## src/rtl/chess_pkg.sv

```systemverilog
// Shared chess encodings: piece codes, colours, board-sequencer state encodings, square helper.
// The SEQ_UN_* states exist only when BOARD_SEQ_UNDO_EN is defined.
package chess_pkg;

    localparam int SQ_W = 6;
    localparam int PC_W = 4;

    localparam logic [2:0] PIECE_NONE   = 3'd0;
    localparam logic [2:0] PIECE_PAWN   = 3'd1;
    localparam logic [2:0] PIECE_KNIGHT = 3'd2;
    localparam logic [2:0] PIECE_BISHOP = 3'd3;
    localparam logic [2:0] PIECE_ROOK   = 3'd4;
    localparam logic [2:0] PIECE_QUEEN  = 3'd5;
    localparam logic [2:0] PIECE_KING   = 3'd6;

    localparam logic COLOR_WHITE = 1'b0;
    localparam logic COLOR_BLACK = 1'b1;

    typedef enum logic [2:0] {
        SEQ_IDLE    = 3'd0,
        SEQ_INIT    = 3'd1,
        SEQ_MV_CLR  = 3'd2,
        SEQ_MV_SET  = 3'd3
`ifdef BOARD_SEQ_UNDO_EN
        ,
        SEQ_UN_FROM = 3'd4,
        SEQ_UN_TO   = 3'd5
`endif
    } seq_state_e;

    function automatic logic [SQ_W-1:0] sq(input logic [2:0] row, input logic [2:0] col);
        return {row, col};
    endfunction

endpackage

```

## src/rtl/board_init_rom.sv

```systemverilog
// Starting position lookup: square address -> {colour, piece}; purely combinational, no flow control.
// Row 0 holds the black back rank, row 7 the white one.
module board_init_rom
    import chess_pkg::*;
(
    input  logic [SQ_W-1:0] addr,
    output logic [PC_W-1:0] piece
);

    logic [2:0] back;

    always_comb begin
        case (addr[2:0])
            3'd0, 3'd7: back = PIECE_ROOK;
            3'd1, 3'd6: back = PIECE_KNIGHT;
            3'd2, 3'd5: back = PIECE_BISHOP;
            3'd3:       back = PIECE_QUEEN;
            default:    back = PIECE_KING;
        endcase

        case (addr[5:3])
            3'd0:    piece = {COLOR_BLACK, back};
            3'd1:    piece = {COLOR_BLACK, PIECE_PAWN};
            3'd6:    piece = {COLOR_WHITE, PIECE_PAWN};
            3'd7:    piece = {COLOR_WHITE, back};
            default: piece = {COLOR_WHITE, PIECE_NONE};
        endcase
    end

endmodule

```

## src/rtl/board_write_sequencer.sv

```systemverilog
// Sole writer of the board array: 64-cycle initial load, two-write move commit, optional undo (BOARD_SEQ_UNDO_EN).
// First write one cycle after accept; requests seen outside IDLE are dropped, never stalled.
module board_write_sequencer
    import chess_pkg::*;
#(
    parameter int SQUARES = 64,
    parameter int PIECE_W = 4
) (
    input  logic                       CLK,
    input  logic                       RESET,
    input  logic [SQUARES*PIECE_W-1:0] board_in,
    input  logic                       init_req,
    input  logic                       move_req,
    input  logic [5:0]                 move_from,
    input  logic [5:0]                 move_to,
    input  logic [PIECE_W-1:0]         move_piece,
    input  logic                       undo_req,
    output logic                       wr_en,
    output logic [5:0]                 wr_addr,
    output logic [PIECE_W-1:0]         wr_data,
    output logic                       busy,
    output logic                       board_valid,
    output logic                       done,
    output logic                       err,
    output logic [PIECE_W-1:0]         captured
);

    seq_state_e         state_q, state_d;
    logic [5:0]         addr_q, addr_d;
    logic               wr_en_q, wr_en_d;
    logic [5:0]         wr_addr_q, wr_addr_d;
    logic [PIECE_W-1:0] wr_data_q, wr_data_d;
    logic               busy_q, busy_d;
    logic               board_valid_q, board_valid_d;
    logic               done_q, done_d;
    logic               err_q, err_d;
    logic [PIECE_W-1:0] captured_q, captured_d;
    logic [5:0]         to_q, to_d;
    logic [PIECE_W-1:0] piece_q, piece_d;
`ifdef BOARD_SEQ_UNDO_EN
    logic [5:0]         from_q, from_d;
    logic [PIECE_W-1:0] orig_q, orig_d;
    logic               log_valid_q, log_valid_d;
`else
    logic               unused_undo_req;
    assign unused_undo_req = undo_req;
`endif

    logic [PIECE_W-1:0] square [SQUARES];
    logic [5:0]         init_addr;
    logic [5:0]         rom_addr;
    logic [PIECE_W-1:0] rom_piece;

    always_comb begin
        for (int i = 0; i < SQUARES; i++) begin
            square[i] = board_in[i*PIECE_W +: PIECE_W];
        end
    end

    // Straight out of reset nothing has been written yet, so the load starts at addr_q itself.
    always_comb begin
        init_addr = wr_en_q ? addr_q + 6'd1 : addr_q;
        rom_addr  = (state_q == SEQ_INIT) ? init_addr : 6'd0;
    end

    board_init_rom u_rom (
        .addr  (rom_addr),
        .piece (rom_piece)
    );

    always_comb begin
        state_d       = state_q;
        addr_d        = addr_q;
        wr_en_d       = 1'b0;
        wr_addr_d     = '0;
        wr_data_d     = '0;
        board_valid_d = board_valid_q;
        done_d        = 1'b0;
        err_d         = 1'b0;
        captured_d    = captured_q;
        to_d          = to_q;
        piece_d       = piece_q;
`ifdef BOARD_SEQ_UNDO_EN
        from_d        = from_q;
        orig_d        = orig_q;
        log_valid_d   = log_valid_q;
`endif

        case (state_q)
            SEQ_IDLE: begin
                if (init_req) begin
                    state_d       = SEQ_INIT;
                    addr_d        = '0;
                    board_valid_d = 1'b0;
                    wr_en_d       = 1'b1;
                    wr_addr_d     = '0;
                    wr_data_d     = rom_piece;
`ifdef BOARD_SEQ_UNDO_EN
                    log_valid_d   = 1'b0;
`endif
                end
`ifdef BOARD_SEQ_UNDO_EN
                else if (undo_req) begin
                    if (log_valid_q) begin
                        state_d   = SEQ_UN_FROM;
                        wr_en_d   = 1'b1;
                        wr_addr_d = from_q;
                        wr_data_d = orig_q;
                    end else begin
                        err_d = 1'b1;
                    end
                end
`endif
                else if (move_req) begin
                    if (move_from == move_to) begin
                        err_d = 1'b1;
                    end else begin
                        state_d    = SEQ_MV_CLR;
                        to_d       = move_to;
                        piece_d    = move_piece;
                        captured_d = square[move_to];
                        wr_en_d    = 1'b1;
                        wr_addr_d  = move_from;
`ifdef BOARD_SEQ_UNDO_EN
                        from_d     = move_from;
                        orig_d     = square[move_from];
`endif
                    end
                end
            end
            SEQ_INIT: begin
                if (wr_en_q && addr_q == 6'd63) begin
                    state_d       = SEQ_IDLE;
                    board_valid_d = 1'b1;
                end else begin
                    addr_d    = init_addr;
                    wr_en_d   = 1'b1;
                    wr_addr_d = init_addr;
                    wr_data_d = rom_piece;
                    done_d    = (init_addr == 6'd63);
                end
            end
            SEQ_MV_CLR: begin
                state_d   = SEQ_MV_SET;
                wr_en_d   = 1'b1;
                wr_addr_d = to_q;
                wr_data_d = piece_q;
                done_d    = 1'b1;
            end
            SEQ_MV_SET: begin
                state_d     = SEQ_IDLE;
`ifdef BOARD_SEQ_UNDO_EN
                log_valid_d = 1'b1;
`endif
            end
`ifdef BOARD_SEQ_UNDO_EN
            SEQ_UN_FROM: begin
                state_d   = SEQ_UN_TO;
                wr_en_d   = 1'b1;
                wr_addr_d = to_q;
                wr_data_d = captured_q;
                done_d    = 1'b1;
            end
            SEQ_UN_TO: begin
                state_d     = SEQ_IDLE;
                log_valid_d = 1'b0;
            end
`endif
            default: state_d = SEQ_IDLE;
        endcase

        busy_d = (state_d != SEQ_IDLE);
    end

    always_ff @(posedge CLK) begin
        if (RESET) begin
            state_q       <= SEQ_INIT;
            addr_q        <= '0;
            wr_en_q       <= 1'b0;
            wr_addr_q     <= '0;
            wr_data_q     <= '0;
            busy_q        <= 1'b0;
            board_valid_q <= 1'b0;
            done_q        <= 1'b0;
            err_q         <= 1'b0;
            captured_q    <= '0;
            to_q          <= '0;
            piece_q       <= '0;
`ifdef BOARD_SEQ_UNDO_EN
            from_q        <= '0;
            orig_q        <= '0;
            log_valid_q   <= 1'b0;
`endif
        end else begin
            state_q       <= state_d;
            addr_q        <= addr_d;
            wr_en_q       <= wr_en_d;
            wr_addr_q     <= wr_addr_d;
            wr_data_q     <= wr_data_d;
            busy_q        <= busy_d;
            board_valid_q <= board_valid_d;
            done_q        <= done_d;
            err_q         <= err_d;
            captured_q    <= captured_d;
            to_q          <= to_d;
            piece_q       <= piece_d;
`ifdef BOARD_SEQ_UNDO_EN
            from_q        <= from_d;
            orig_q        <= orig_d;
            log_valid_q   <= log_valid_d;
`endif
        end
    end

    assign wr_en       = wr_en_q;
    assign wr_addr     = wr_addr_q;
    assign wr_data     = wr_data_q;
    assign busy        = busy_q;
    assign board_valid = board_valid_q;
    assign done        = done_q;
    assign err         = err_q;
    assign captured    = captured_q;

endmodule

```

## config.mk

```make
export PLATFORM = sky130hd
export DESIGN_NAME = board_write_sequencer
export DESIGN_NICKNAME = d
export VERILOG_FILES = /design/src/rtl/chess_pkg.sv /design/src/rtl/board_init_rom.sv /design/src/rtl/board_write_sequencer.sv
export SDC_FILE = /design/constraint.sdc
export NUM_CORES = 1
export LEC_CHECK = 0
export BUFFER_PORTS_ARGS = -buffer_cell sky130_fd_sc_hd__buf_2
export CORE_AREA = 2 2 114 116
export DETAILED_ROUTE_END_ITERATION = 6
export DIE_AREA = 0 0 116 118
export PLACE_DENSITY = 0.65
export SYNTH_ARGS = -nofsm -noshare
export SYNTH_HDL_FRONTEND = slang
export SYNTH_SLANG_ARGS = --single-unit
```

## constraint.sdc

```tcl
create_clock -name CLK -period 3 [get_ports CLK]
set_input_delay 0.15 -clock CLK [delete_from_list [all_inputs] [get_ports CLK]]
set_output_delay 0.15 -clock CLK [all_outputs]
set_load 0.03 [all_outputs]
```

# Yosys cells after proc, flatten, opt, wreduce, memory -nomap -nowiden

Index checks and enable logic that the tools add are counted.

Flip-flop bits (word level): 38
Input bits: 277
Output and inout port bits: 19
Word-level logic and storage cells: 83

Add/sub/neg operators: 1
Magnitude comparators: 1
Eq/ne operators: 17
Mux-type cells: 34
Bitwise gates (word level): 5
Reductions and logical operators: 13

Operator list:

| operator                                                               | number |
|---|---|
| 6-bit two-way mux                                                      | 8 |
| 4-bit binary-select mux with 6-bit select                              | 1 |
| 6-bit case mux with 3 select lines                                     | 1 |
| 4-bit two-way mux                                                      | 4 |
| 4-bit case mux with 4 select lines                                     | 1 |
| 3-bit equality test (second input constant)                            | 5 |
| 6-bit equality test (second input constant)                            | 2 |
| 3-bit two-way mux                                                      | 4 |
| 3-bit case mux with 4 select lines                                     | 1 |
| 4-bit case mux with 3 select lines                                     | 1 |
| 6-bit case mux with 2 select lines                                     | 1 |
| 3-bit by 1-bit equality test with 1-bit output (second input constant) | 3 |
| 3-bit by 2-bit equality test with 1-bit output (second input constant) | 3 |
| 3-bit zero test                                                        | 3 |
| 3-bit case mux with 3 select lines                                     | 1 |
| 1-bit two-way mux                                                      | 8 |
| 7-bit >= comparator (second input constant)                            | 1 |
| 6-bit NOT with 7-bit output                                            | 1 |
| 6-bit by 1-bit adder with 6-bit output (second input constant)         | 1 |
| 6-bit equality test                                                    | 1 |
| 3-bit AND reduction                                                    | 2 |
| 2-bit OR reduction                                                     | 3 |
| 2-bit inequality test (second input constant)                          | 2 |
| 1-bit NOT                                                              | 4 |
| other kinds (8)                                                        | 9 |

# Longest topological paths before layout

Gate-level depths: netlist of the first run.

Depth after elaboration: 9
Gate-level depth with buffers: 10
Depth with buffers taken out: 10

# Modules after synthesis

A second synthesis of the first run with hierarchy kept.

Cells, all modules: 375
Area total of the unflattened synthesis: 3,836.2 um^2

By module, submodules not included:

| module                | instances | cells each | area an instance (um^2) | sequential area each (um^2) |
|---|---|---|---|---|
| board_write_sequencer | 1         | 362        | 3,747.3                 | 760.7 |
| board_init_rom        | 1         | 13         | 88.8                    | 0.0 |

# Worst setup path before layout of the first run

Ideal clock, no wire load.

Path type: reg-to-reg
From: register state_q[0]
To: register wr_data_q[0] (netlist: wr_data[0])
Library setup time: 0.130 ns
Data arrival time: 2.035 ns
Required time: 2.870 ns
Slack: 0.834 ns
Cell stages (with the launch flop): 10
Path buffers: 1
Clock period less this slack: 2.166 ns
Cell sequence: dfxtp_1 > clkbuf_1 > nand2_1 > nor2_1 > inv_1 > ha_1 > or2_2 > mux2_2 > o211ai_1 > a21oi_1

Cells in the longest elaborated chain, start to end: 8
Elaborated cells between the ends (all ways): 23
Those cells by class: eq/ne: 11; mux: 6; reduce/logical: 6

RTL lines:

| item                                                                         | line                                                      | RTL |
|---|---|---|
| start, declared                                                              | board_write_sequencer.sv:28                               | `seq_state_e state_q, state_d;` |
| start signal, assigned                                                       | board_write_sequencer.sv:195                              | `state_q <= state_d;` |
| 3-bit by 1-bit equality test with 1-bit output                               | board_write_sequencer.sv:63, board_write_sequencer.sv:89  |  |
| 6-bit two-way mux                                                            | board_write_sequencer.sv:63                               | `rom_addr = (state_q == SEQ_INIT) ? init_addr : 6'd0;` |
| 3-bit by 2-bit equality test with 1-bit output, or another cell as far along | board_init_rom.sv:13                                      | `case (addr[2:0])` |
| 2-bit OR reduction                                                           | board_init_rom.sv:13                                      |  |
| 3-bit case mux with 4 select lines                                           | board_init_rom.sv:13                                      |  |
| 4-bit case mux with 4 select lines                                           | board_init_rom.sv:21                                      | `case (addr[5:3])` |
| 4-bit two-way mux, on equally long branches                                  | board_write_sequencer.sv:132, board_write_sequencer.sv:91 |  |
| 4-bit case mux with 3 select lines *                                         | board_write_sequencer.sv:89                               | `case (state_q)` |
| end signal, assigned                                                         | board_write_sequencer.sv:199                              | `wr_data_q <= wr_data_d;` |
| end, declared                                                                | board_write_sequencer.sv:32                               | `logic [PIECE_W-1:0] wr_data_q, wr_data_d;` |

Every way passes the cells marked *; elsewhere a longest branch is shown, timed or not.
A chain may end at the register's enable or synchronous reset.

# Worst setup path in the final report of the first run

From: register state_q[1]
To: register wr_data_q[0] (netlist: wr_data[0])

Same word-level chain as after synthesis.

==> results.sh, run 1 <==
export IMPL_rows=41
export IMPL_gp_congestion=0.907
export IMPL_met1_usage_pct=26.5
export IMPL_final_min_clock_period_ps=2400
export IMPL_max_freq_mhz=417
export IMPL_ctsHtreeMaxLevel=2
export IMPL_pwr_share_clk_pct=35.1
export IMPL_ys_seq_area_share_pct=19.3
export IMPL_run_status="finished, final reports clean"
export IMPL_wl_per_cell_um=18.8
export IMPL_io_pins=296
export IMPL_cts_path_max_buffers=2
export IMPL_drcViolationCount=0
export IMPL_multi_input_area_um2=2940
export IMPL_drtIter0Drc=294
export IMPL_syn_area_per_cell_um2=9.89
export IMPL_finalCritPeriodShare_pct=80.0
export IMPL_cts_root_buf="clkbuf_16"
export IMPL_place_inst=832
export IMPL_synth_mux_area_share_pct=37.6
export IMPL_synth_edf_count=0
export IMPL_final_net_count=949
export IMPL_cp_end_kind="flip-flop"
export IMPL_numCtsBuffers=5
export IMPL_via_per_inst=5.28
export IMPL_busiest_layer="met2"
export IMPL_grt_max_degree=52
export IMPL_ff_latch_area_um2=761
export IMPL_async_flop_share_pct=0
export IMPL_grt_pass1_wl_mm=24.0
export IMPL_setup_tns_ps=0
export IMPL_fillers=1237
export IMPL_hold_buffers=0
export IMPL_final_setup_skew_ps=7.03
export IMPL_yosys_warnings=0
export IMPL_worstSetupPathType="reg2reg"
export IMPL_clk_latency_ps=280
export IMPL_hpwl_mm=13.5
export IMPL_final_cells=843
export IMPL_synthAdderAreaFrac_pct=1.59
export IMPL_power_internal_mw=1.22
export IMPL_die_x_um=116
export IMPL_combPwrFrac_pct=33.6
export IMPL_routed_wl_mm=15.9
export IMPL_crit_slowest_cell="dfxtp_1"
export IMPL_yosys_area_share_xor_xnor_pct=3.66
export IMPL_p_leak_nw=2.60
export IMPL_synth_top_family_by_area="multiplexers"
export IMPL_final_area_um2=5630
export IMPL_grt_usage_pct=22.5
export IMPL_synth_cell_types=50
export IMPL_synth_nets=680
export IMPL_path_max_fanout=8
export IMPL_crit_chain="nor2_2, nand2_1, nor2_1, inv_1, ha_1, or2_2, mux2_2, o211ai_1, a21oi_1"
export IMPL_use_met3_pct=3.14
export IMPL_crit_arrival_ps=2550
export IMPL_required_ps=3150
export IMPL_layout_common_cells="buf_2 (293), nand2_1 (46), mux4_2 (45), dfxtp_1 (38)"
export IMPL_worstMarginPinSlew_ps=741
export IMPL_p_sw_share_pct=27.0
export IMPL_synth_flop_cell="dfxtp_1"
export IMPL_overflow=0
export IMPL_synth_compound_area_share_pct=18.2
export IMPL_syn_inst=398
export IMPL_fin_ws_ps=601
export IMPL_cts_resized=0
export IMPL_post_cts_buffers=0
export IMPL_crit_path_start_kind="flip-flop"
export IMPL_fin_util_pct=45.3
export IMPL_place_ws_ps=654
export IMPL_ir_drop_uv=177
export IMPL_min_path_type="in2reg"
export IMPL_clkTransAtPathRegs_ps=50
export IMPL_final_common_cell="buf_2"
export IMPL_dieHeight_um=118
export IMPL_finalSetupViolCount=0
export IMPL_slew_viol_final=0
export IMPL_start_util_pct=31.7
export IMPL_max_slew_margin_rel_pct=50.5
export IMPL_power_switching_mw=0.452
export IMPL_whs_ps=106
export IMPL_rsz0062_at_grt="false"
export IMPL_area_growth_pct=43.0
export IMPL_finalPower_mw=1.67
export IMPL_syn_area_um2=3940
export IMPL_final_antenna_net_count=0
export IMPL_firstDrtPassIters=4
export IMPL_use_met2_pct=42.0
export IMPL_antenna_found_initial=2
export IMPL_seqPwrFrac_pct=31.3
export IMPL_hold_viol=0
export IMPL_synth_seq_cells=38
export IMPL_final_layout_size_suffix_gt1_share_pct=54.6
export IMPL_dieArea_um2=13700
export IMPL_yosys_area_share_simple_pct=13.5
export IMPL_reg2reg_slack_ps=600
export IMPL_core_region_area_um2=12400
export IMPL_power_density_nw_per_um2=297
export IMPL_portBuffers=294
export IMPL_cpPeakStageDelay_ps=360
export IMPL_vias=4447
export IMPL_max_cap_viol_count=0
export IMPL_detailed_place_area_um2=5460
export IMPL_clock_sinks=38
export IMPL_cts_tree="built"
export IMPL_grt_pass1_vias=4637
layer usage:
metal	part of all wire, %	vias to the layer above
met5	0	-
met4	2.2	0
met3	5.2	27
met2	54	182
met1	39	2146
li1	-	2092
logic make-up after synthesis:
| logic type | after synthesis |
|---|---|
| compound gates | 108 |
| other cells | 1 |
| xor+xnor | 14 |
| simple gates | 107 |
| flops | 38 |
| buf+inv | 39 |
| mux | 86 |
| fa+ha+maj | 5 |
cells in the mapped netlist, types with 7 or more instances:
master / instances / area [um2]
a22o_1: 16 / 140
a22oi_1: 9 / 67.6
buf_2: 10 / 50.1
dfxtp_1: 38 / 761
nor2_1: 16 / 60.1
mux2i_1: 33 / 330
mux4_2: 45 / 1010
o211ai_1: 10 / 75.1
nand4_1: 9 / 56.3
o21ai_1: 11 / 55.1
clkbuf_1: 9 / 33.8
nand2_1: 46 / 173
nor2b_1: 8 / 50.1
o21ai_0: 7 / 35.0
a21oi_1: 33 / 165
sequential cells by signal, indices dropped and copies added, names as in the netlist, 3 cells and up:
signal	count
addr_q	6
captured	4
piece_q	4
state_q	3
to_q	6
wr_addr	6
wr_data	4
power by group through the flow:
stage | sequential, mW | combinational [mW] | clock [mW]
after floorplan | 0.538 | 0.314 | 0
after global placement | 0.533 | 0.560 | 0
after detailed placement | 0.534 | 0.567 | 0
after CTS | 0.523 | 0.568 | 0.605
after global routing | 0.524 | 0.609 | 0.623
final | 0.523 | 0.563 | 0.588
worst max-delay path, delay by kind of cell, from the launching register on:
family	cells	cell delay, ps
AO/OA/AOI/OAI	2	240
adder cells (fa/ha/maj)	1	220
buffers and inverters	1	110
flip-flops	1	360
multiplexers	1	270
AND/OR/NAND/NOR	4	1090
cell type report:
class	instances	area share, %
clock buffer	6	2.29
inverter	2	0.133
antenna	3	0.133
multi-input combinational	321	52.1
timing repair buffer	299	27.3
sequential	38	13.5
clock inverter	2	0.667
tap	172	3.82
final timing paths:
check / from / to / cells past startpoint
hold reg to reg: piece_q[3]$_SDFFE_PP0P_ / piece_q[3]$_SDFFE_PP0P_ / 2
setup / recovery: state_q[1]$_SDFF_PP0_ / wr_data[0]$_SDFF_PP0_ / 9
setup reg to reg: state_q[1]$_SDFF_PP0_ / wr_data[0]$_SDFF_PP0_ / 9
hold / removal: move_piece[0] / piece_q[0]$_SDFFE_PP0P_ / 3
Power figures use the tool's default switching activity.
==> inputs of run 2 (changes only) <==
- CORE_AREA: 2 2 114 116 -> 2 2 116 118
- DIE_AREA: 0 0 116 118 -> 0 0 118 120
- clock period: 3 -> 2 ns (I/O delays scaled with it)
==> run 2 against run 1 <==
  * Maximum frequency increased by 24%
  * Critical path depth decreased by 1
  * Critical endpoint unchanged
  * Clock power increased by 34%
  * Die area increased by 3.4%
  * Via count increased by 0.65%
  * Worst hold slack got worse by 36 ps
  * Power increased by 47%
  * Global-route usage decreased by 0.40 points
  * Clock-buffer cell count increased by 1
  * Critical path type unchanged
==> results.sh, run 2 (same netlist as run 1, synthesis figures left out) <==
export IMPL_run_status="finished, final reports clean"
export IMPL_cp_end_kind="flip-flop"
export IMPL_gp_congestion=0.940
export IMPL_worstMarginPinSlew_ps=606
export IMPL_finalPower_mw=2.46
export IMPL_setup_tns_ps=0
export IMPL_max_slew_margin_rel_pct=59.5
export IMPL_numCtsBuffers=5
export IMPL_power_density_nw_per_um2=416
export IMPL_firstDrtPassIters=4
export IMPL_slew_viol_final=0
export IMPL_area_growth_pct=50.3
export IMPL_ctsHtreeMaxLevel=2
export IMPL_max_freq_mhz=518
export IMPL_whs_ps=70.5
export IMPL_cts_tree="built"
export IMPL_use_met2_pct=41.0
export IMPL_grt_usage_pct=22.1
export IMPL_clock_sinks=38
export IMPL_finalSetupViolCount=0
export IMPL_detailed_place_area_um2=5670
export IMPL_dieHeight_um=120
export IMPL_final_area_um2=5920
export IMPL_wl_per_cell_um=18.7
export IMPL_rows=42
export IMPL_via_per_inst=5.13
export IMPL_hold_viol=0
export IMPL_fin_ws_ps=68.6
export IMPL_grt_pass1_vias=4708
export IMPL_drtIter0Drc=262
export IMPL_final_common_cell="buf_2"
export IMPL_finalCritPeriodShare_pct=96.6
export IMPL_vias=4476
export IMPL_crit_path_start_kind="flip-flop"
export IMPL_min_path_type="in2reg"
export IMPL_crit_arrival_ps=2080
export IMPL_crit_chain="ha_1, nand2_2, a21oi_2, ha_2, or2_2, mux2_2, o211ai_1, a21oi_1"
export IMPL_layout_common_cells="buf_2 (293), mux4_2 (45), nand2_1 (44), dfxtp_1 (37), mux2i_1 (33)"
export IMPL_portBuffers=294
export IMPL_required_ps=2150
export IMPL_crit_slowest_cell="dfxtp_1"
export IMPL_final_layout_size_suffix_gt1_share_pct=58.3
export IMPL_hpwl_mm=14.1
export IMPL_dieArea_um2=14200
export IMPL_place_inst=859
export IMPL_grt_pass1_wl_mm=24.4
export IMPL_grt_max_degree=33
export IMPL_start_util_pct=30.3
export IMPL_clk_latency_ps=280
export IMPL_max_cap_viol_count=0
export IMPL_final_min_clock_period_ps=1930
export IMPL_place_ws_ps=32.2
export IMPL_final_antenna_net_count=0
export IMPL_cts_root_buf="clkbuf_16"
export IMPL_antenna_found_initial=1
export IMPL_busiest_layer="met2"
export IMPL_use_met3_pct=3.52
export IMPL_core_region_area_um2=13000
export IMPL_clkTransAtPathRegs_ps=50
export IMPL_met1_usage_pct=25.6
export IMPL_drcViolationCount=0
export IMPL_routed_wl_mm=16.3
export IMPL_die_x_um=118
export IMPL_worstSetupPathType="reg2reg"
export IMPL_final_net_count=977
export IMPL_hold_buffers=0
export IMPL_cts_path_max_buffers=2
export IMPL_final_setup_skew_ps=3.76
export IMPL_io_pins=296
export IMPL_cpPeakStageDelay_ps=320
export IMPL_fin_util_pct=45.6
export IMPL_p_leak_nw=2.76
export IMPL_final_cells=873
export IMPL_path_max_fanout=4
export IMPL_overflow=0
export IMPL_ir_drop_uv=253
run 2: cell count changes in the layout (fill, tap and decap cells not counted), sizes merged:
cell	delta
buf	+28
diode	-2
bufinv	-1
clkbuf	+1
clkinv	+1
clkinvlp	-1
run 2: area by class of cell:
type / count / area, um2
Tap cell: 176 / 220
Fill cell: 1292 / 7060
Inverter: 2 / 7.51
Multi-Input combinational cell: 321 / 2990
Clock inverter: 1 / 5.00
Antenna cell: 1 / 2.50
Timing Repair Buffer: 327 / 1790
Clock buffer: 7 / 143
Sequential cell: 38 / 762
run 2: per-layer routing:
metal | vias to the layer above | routed length [um]
met3 | 39 | 886
li1 | 2143 | -
met5 | - | 0
met2 | 179 | 8590
met4 | 0 | 527
met1 | 2115 | 6300
run 2: worst paths after layout:
| kind | depth (start not counted) | start | slack [ps] | to |
|---|---|---|---|---|
| hold / removal | 3 | move_piece[2] | 70 | piece_q[2]$_SDFFE_PP0P_ |
| setup / recovery | 8 | addr_q[0]$_SDFFE_PP0P_ | 70 | wr_data[0]$_SDFF_PP0_ |
| setup reg to reg | 8 | addr_q[0]$_SDFFE_PP0P_ | 70 | wr_data[0]$_SDFF_PP0_ |
| hold reg to reg | 2 | piece_q[3]$_SDFFE_PP0P_ | 460 | wr_data[3]$_SDFF_PP0_ |
run 2: power by group:
group          switching, mW  internal, mW
combinational          0.386         0.506
clock                  0.295         0.494
sequential           0.00976         0.771
total                  0.691          1.77
run 2: repair_timing:
item,CTS,global route
endpoints found under the setup margin,0,15
setup buffers,0,5
gates resized for setup,0,13
run 2: critical path: cells and delay by family (launching register included):
kind	cells	cell delay (ps)
AOI/OAI and AO/OA	3	350
and+or+nand+nor	2	390
adders and majority gates	2	480
DFF	1	320
muxes	1	260
==> inputs of run 3 (changes only) <==
- PLACE_DENSITY: 0.65 -> not set
- PLACE_DENSITY_LB_ADDON: not set -> 0.3
==> run 3 against run 2 <==
  * Largest cell class unchanged
  * Die area unchanged
  * Combinational power up 0.9%
  * Final cell count unchanged
  * Sequential power about the same
  * Clock power up 17%
  * Maximum frequency up 0.37%
  * Setup slack better by 7.0 ps
  * Register-to-register slack about the same
  * Non-clock buffer count down 1
  * Highest routed layer unchanged
==> results.sh, run 3 (same netlist as run 1, synthesis figures left out) <==
export IMPL_combPwrFrac_pct=34.6
export IMPL_final_net_count=976
export IMPL_top_layer_used="met4"
export IMPL_reg2reg_from="wr_en$_SDFF_PP0_"
export IMPL_numCtsBuffers=5
export IMPL_finalCritPeriodShare_pct=96.2
export IMPL_pwr_share_clk_pct=35.5
export IMPL_slew_viol_final=0
export IMPL_run_status="finished, final reports clean"
export IMPL_required_ps=2150
export IMPL_crit_path_start="wr_en$_SDFF_PP0_"
export IMPL_path_max_fanout=9
export IMPL_clock_sinks=38
export IMPL_cp_top_family="simple AND/OR/NAND/NOR gates"
export IMPL_seqPwrFrac_pct=29.9
export IMPL_grt_pass1_vias=4631
export IMPL_drcViolationCount=0
export IMPL_hold_start="move_piece[2]"
export IMPL_crit_slowest_cell="dfxtp_4"
export IMPL_wl_met1_mm=7.40
export IMPL_rsz0062_at_grt="true"
export IMPL_finalSetupViolCount=0
export IMPL_overflow=0
export IMPL_routed_wl_mm=17.3
export IMPL_max_cap_viol_count=0
export IMPL_ir_drop_uv=327
export IMPL_rows=42
export IMPL_antenna_found_initial=3
export IMPL_worstMarginPinSlew_ps=705
export IMPL_cpPeakStageDelay_ps=380
export IMPL_max_freq_mhz=520
export IMPL_grt_pass1_wl_mm=26.1
export IMPL_met2_length_mm=8.84
export IMPL_grt_max_degree=37
export IMPL_p_leak_nw=2.75
export IMPL_final_min_clock_period_ps=1920
export IMPL_dieArea_um2=14200
export IMPL_clk_latency_ps=280
export IMPL_fillers=1285
export IMPL_crit_buf_inv=1
export IMPL_crit_arrival_ps=2080
export IMPL_cts_path_max_buffers=2
export IMPL_fin_util_pct=45.7
export IMPL_hpwl_mm=14.8
export IMPL_p_sw_share_pct=27.4
export IMPL_via_per_inst=5.16
export IMPL_grt_usage_pct=24.0
export IMPL_final_layout_size_suffix_gt1_share_pct=58.4
export IMPL_max_slew_margin_rel_pct=52.9
export IMPL_io_pins=296
export IMPL_crit_chain="xnor2_1, nor2_4, inv_2, ha_1, or2_2, mux2_2, o211ai_1, a21oi_1"
export IMPL_final_area_um2=5940
export IMPL_start_util_pct=30.3
export IMPL_final_antenna_net_count=0
export IMPL_power_internal_mw=1.89
export IMPL_power_switching_mw=0.715
export IMPL_area_growth_pct=50.9
export IMPL_hold_viol=0
export IMPL_dieHeight_um=120
export IMPL_drtIter0Drc=271
export IMPL_power_density_nw_per_um2=439
export IMPL_place_inst=859
export IMPL_cp_end_kind="flip-flop"
export IMPL_portBuffers=294
export IMPL_cts_root_buf="clkbuf_16"
export IMPL_gp_congestion=0.909
export IMPL_ctsHtreeMaxLevel=2
export IMPL_clkTransAtPathRegs_ps=60
export IMPL_final_setup_skew_ps=3.83
export IMPL_setup_tns_ps=0
export IMPL_wl_per_cell_um=19.9
export IMPL_min_path_type="in2reg"
export IMPL_layout_common_cells="buf_2 (293), mux4_2 (45), nand2_1 (44), dfxtp_1 (35), mux2i_1 (33)"
export IMPL_cts_tree="built"
export IMPL_die_x_um=118
export IMPL_hold_buffers=0
export IMPL_firstDrtPassIters=4
export IMPL_worstSetupPathType="reg2reg"
export IMPL_routed_wl_met3_mm=1.01
export IMPL_vias=4503
export IMPL_core_region_area_um2=13000
export IMPL_final_common_cell="buf_2"
export IMPL_detailed_place_area_um2=5650
export IMPL_final_cells=873
export IMPL_crit_path_start_kind="flip-flop"
-- run 3: cell types whose count changed in the layout (fill, tap and decap cells not counted), sizes merged --
cell / change
clkbuf: -1
clkinv: -1
diode: +2
bufinv: +1
buf: -1
-- run 3: final timing paths --
| path | end | slack (ps) | cells after the start |
|---|---|---|---|
| min | piece_q[2]$_SDFFE_PP0P_ | 60 | 3 |
| max | wr_data[0]$_SDFF_PP0_ | 80 | 8 |
| max reg2reg | wr_data[0]$_SDFF_PP0_ | 80 | 8 |
| min reg2reg | to_q[2]$_SDFFE_PP0P_ | 460 | 2 |
-- run 3: final cells by class --
type / instances / area [um2] / share of cell area, %
Multi-Input combinational cell: 321 / 3000 / 50.5
Tap cell: 176 / 220 / 3.71
Inverter: 2 / 7.51 / 0.126
Timing Repair Buffer: 326 / 1760 / 29.7
Clock buffer: 6 / 139 / 2.34
Antenna cell: 3 / 7.51 / 0.126
Sequential cell: 38 / 769 / 13.0
Clock inverter: 1 / 30.0 / 0.506
-- run 3: worst min-delay path, delay by kind of cell --
| family | cells | cell delay (ps) |
|---|---|---|
| buffers and inverters | 1 | 100 |
| AOI/OAI and AO/OA | 1 | 50 |
| and+or+nand+nor | 1 | 40 |
-- run 3: per-stage QoR --
step | hold WS [ps] | power, mW | setup slack, ps
3_5_place_dp | 353 | 1.69 | 9.02
3_3_place_gp | 348 | 1.68 | 67.6
6_report | 57.4 | 2.61 | 75.7
5_1_grt | 69.8 | 2.72 | -28.6
4_1_cts | 54.1 | 2.62 | 6.59
2_1_floorplan | 179 | 1.28 | 2.79
-- run 3: routing by layer --
layer	global-route usage, %	vias up
met4	2.94	0
li1	-	2156
met5	0	-
met3	4.33	10
met1	31.3	2164
met2	42.7	173
-- run 3: power groups by stage --
stage               combinational, mW  clock [mW]  sequential, mW
floorplan                       0.473           0           0.808
global placement                0.881           0           0.796
detailed placement              0.893           0           0.797
CTS                             0.899       0.940           0.780
global route                    0.974       0.968           0.782
finish                          0.900       0.925           0.780
-- run 3: repair_timing --
action / in CTS / in global routing
buffers inserted: 0 / 4
setup endpoints to repair: 2 / 3
pin swaps: 0 / 7
resized for setup: 3 / 13
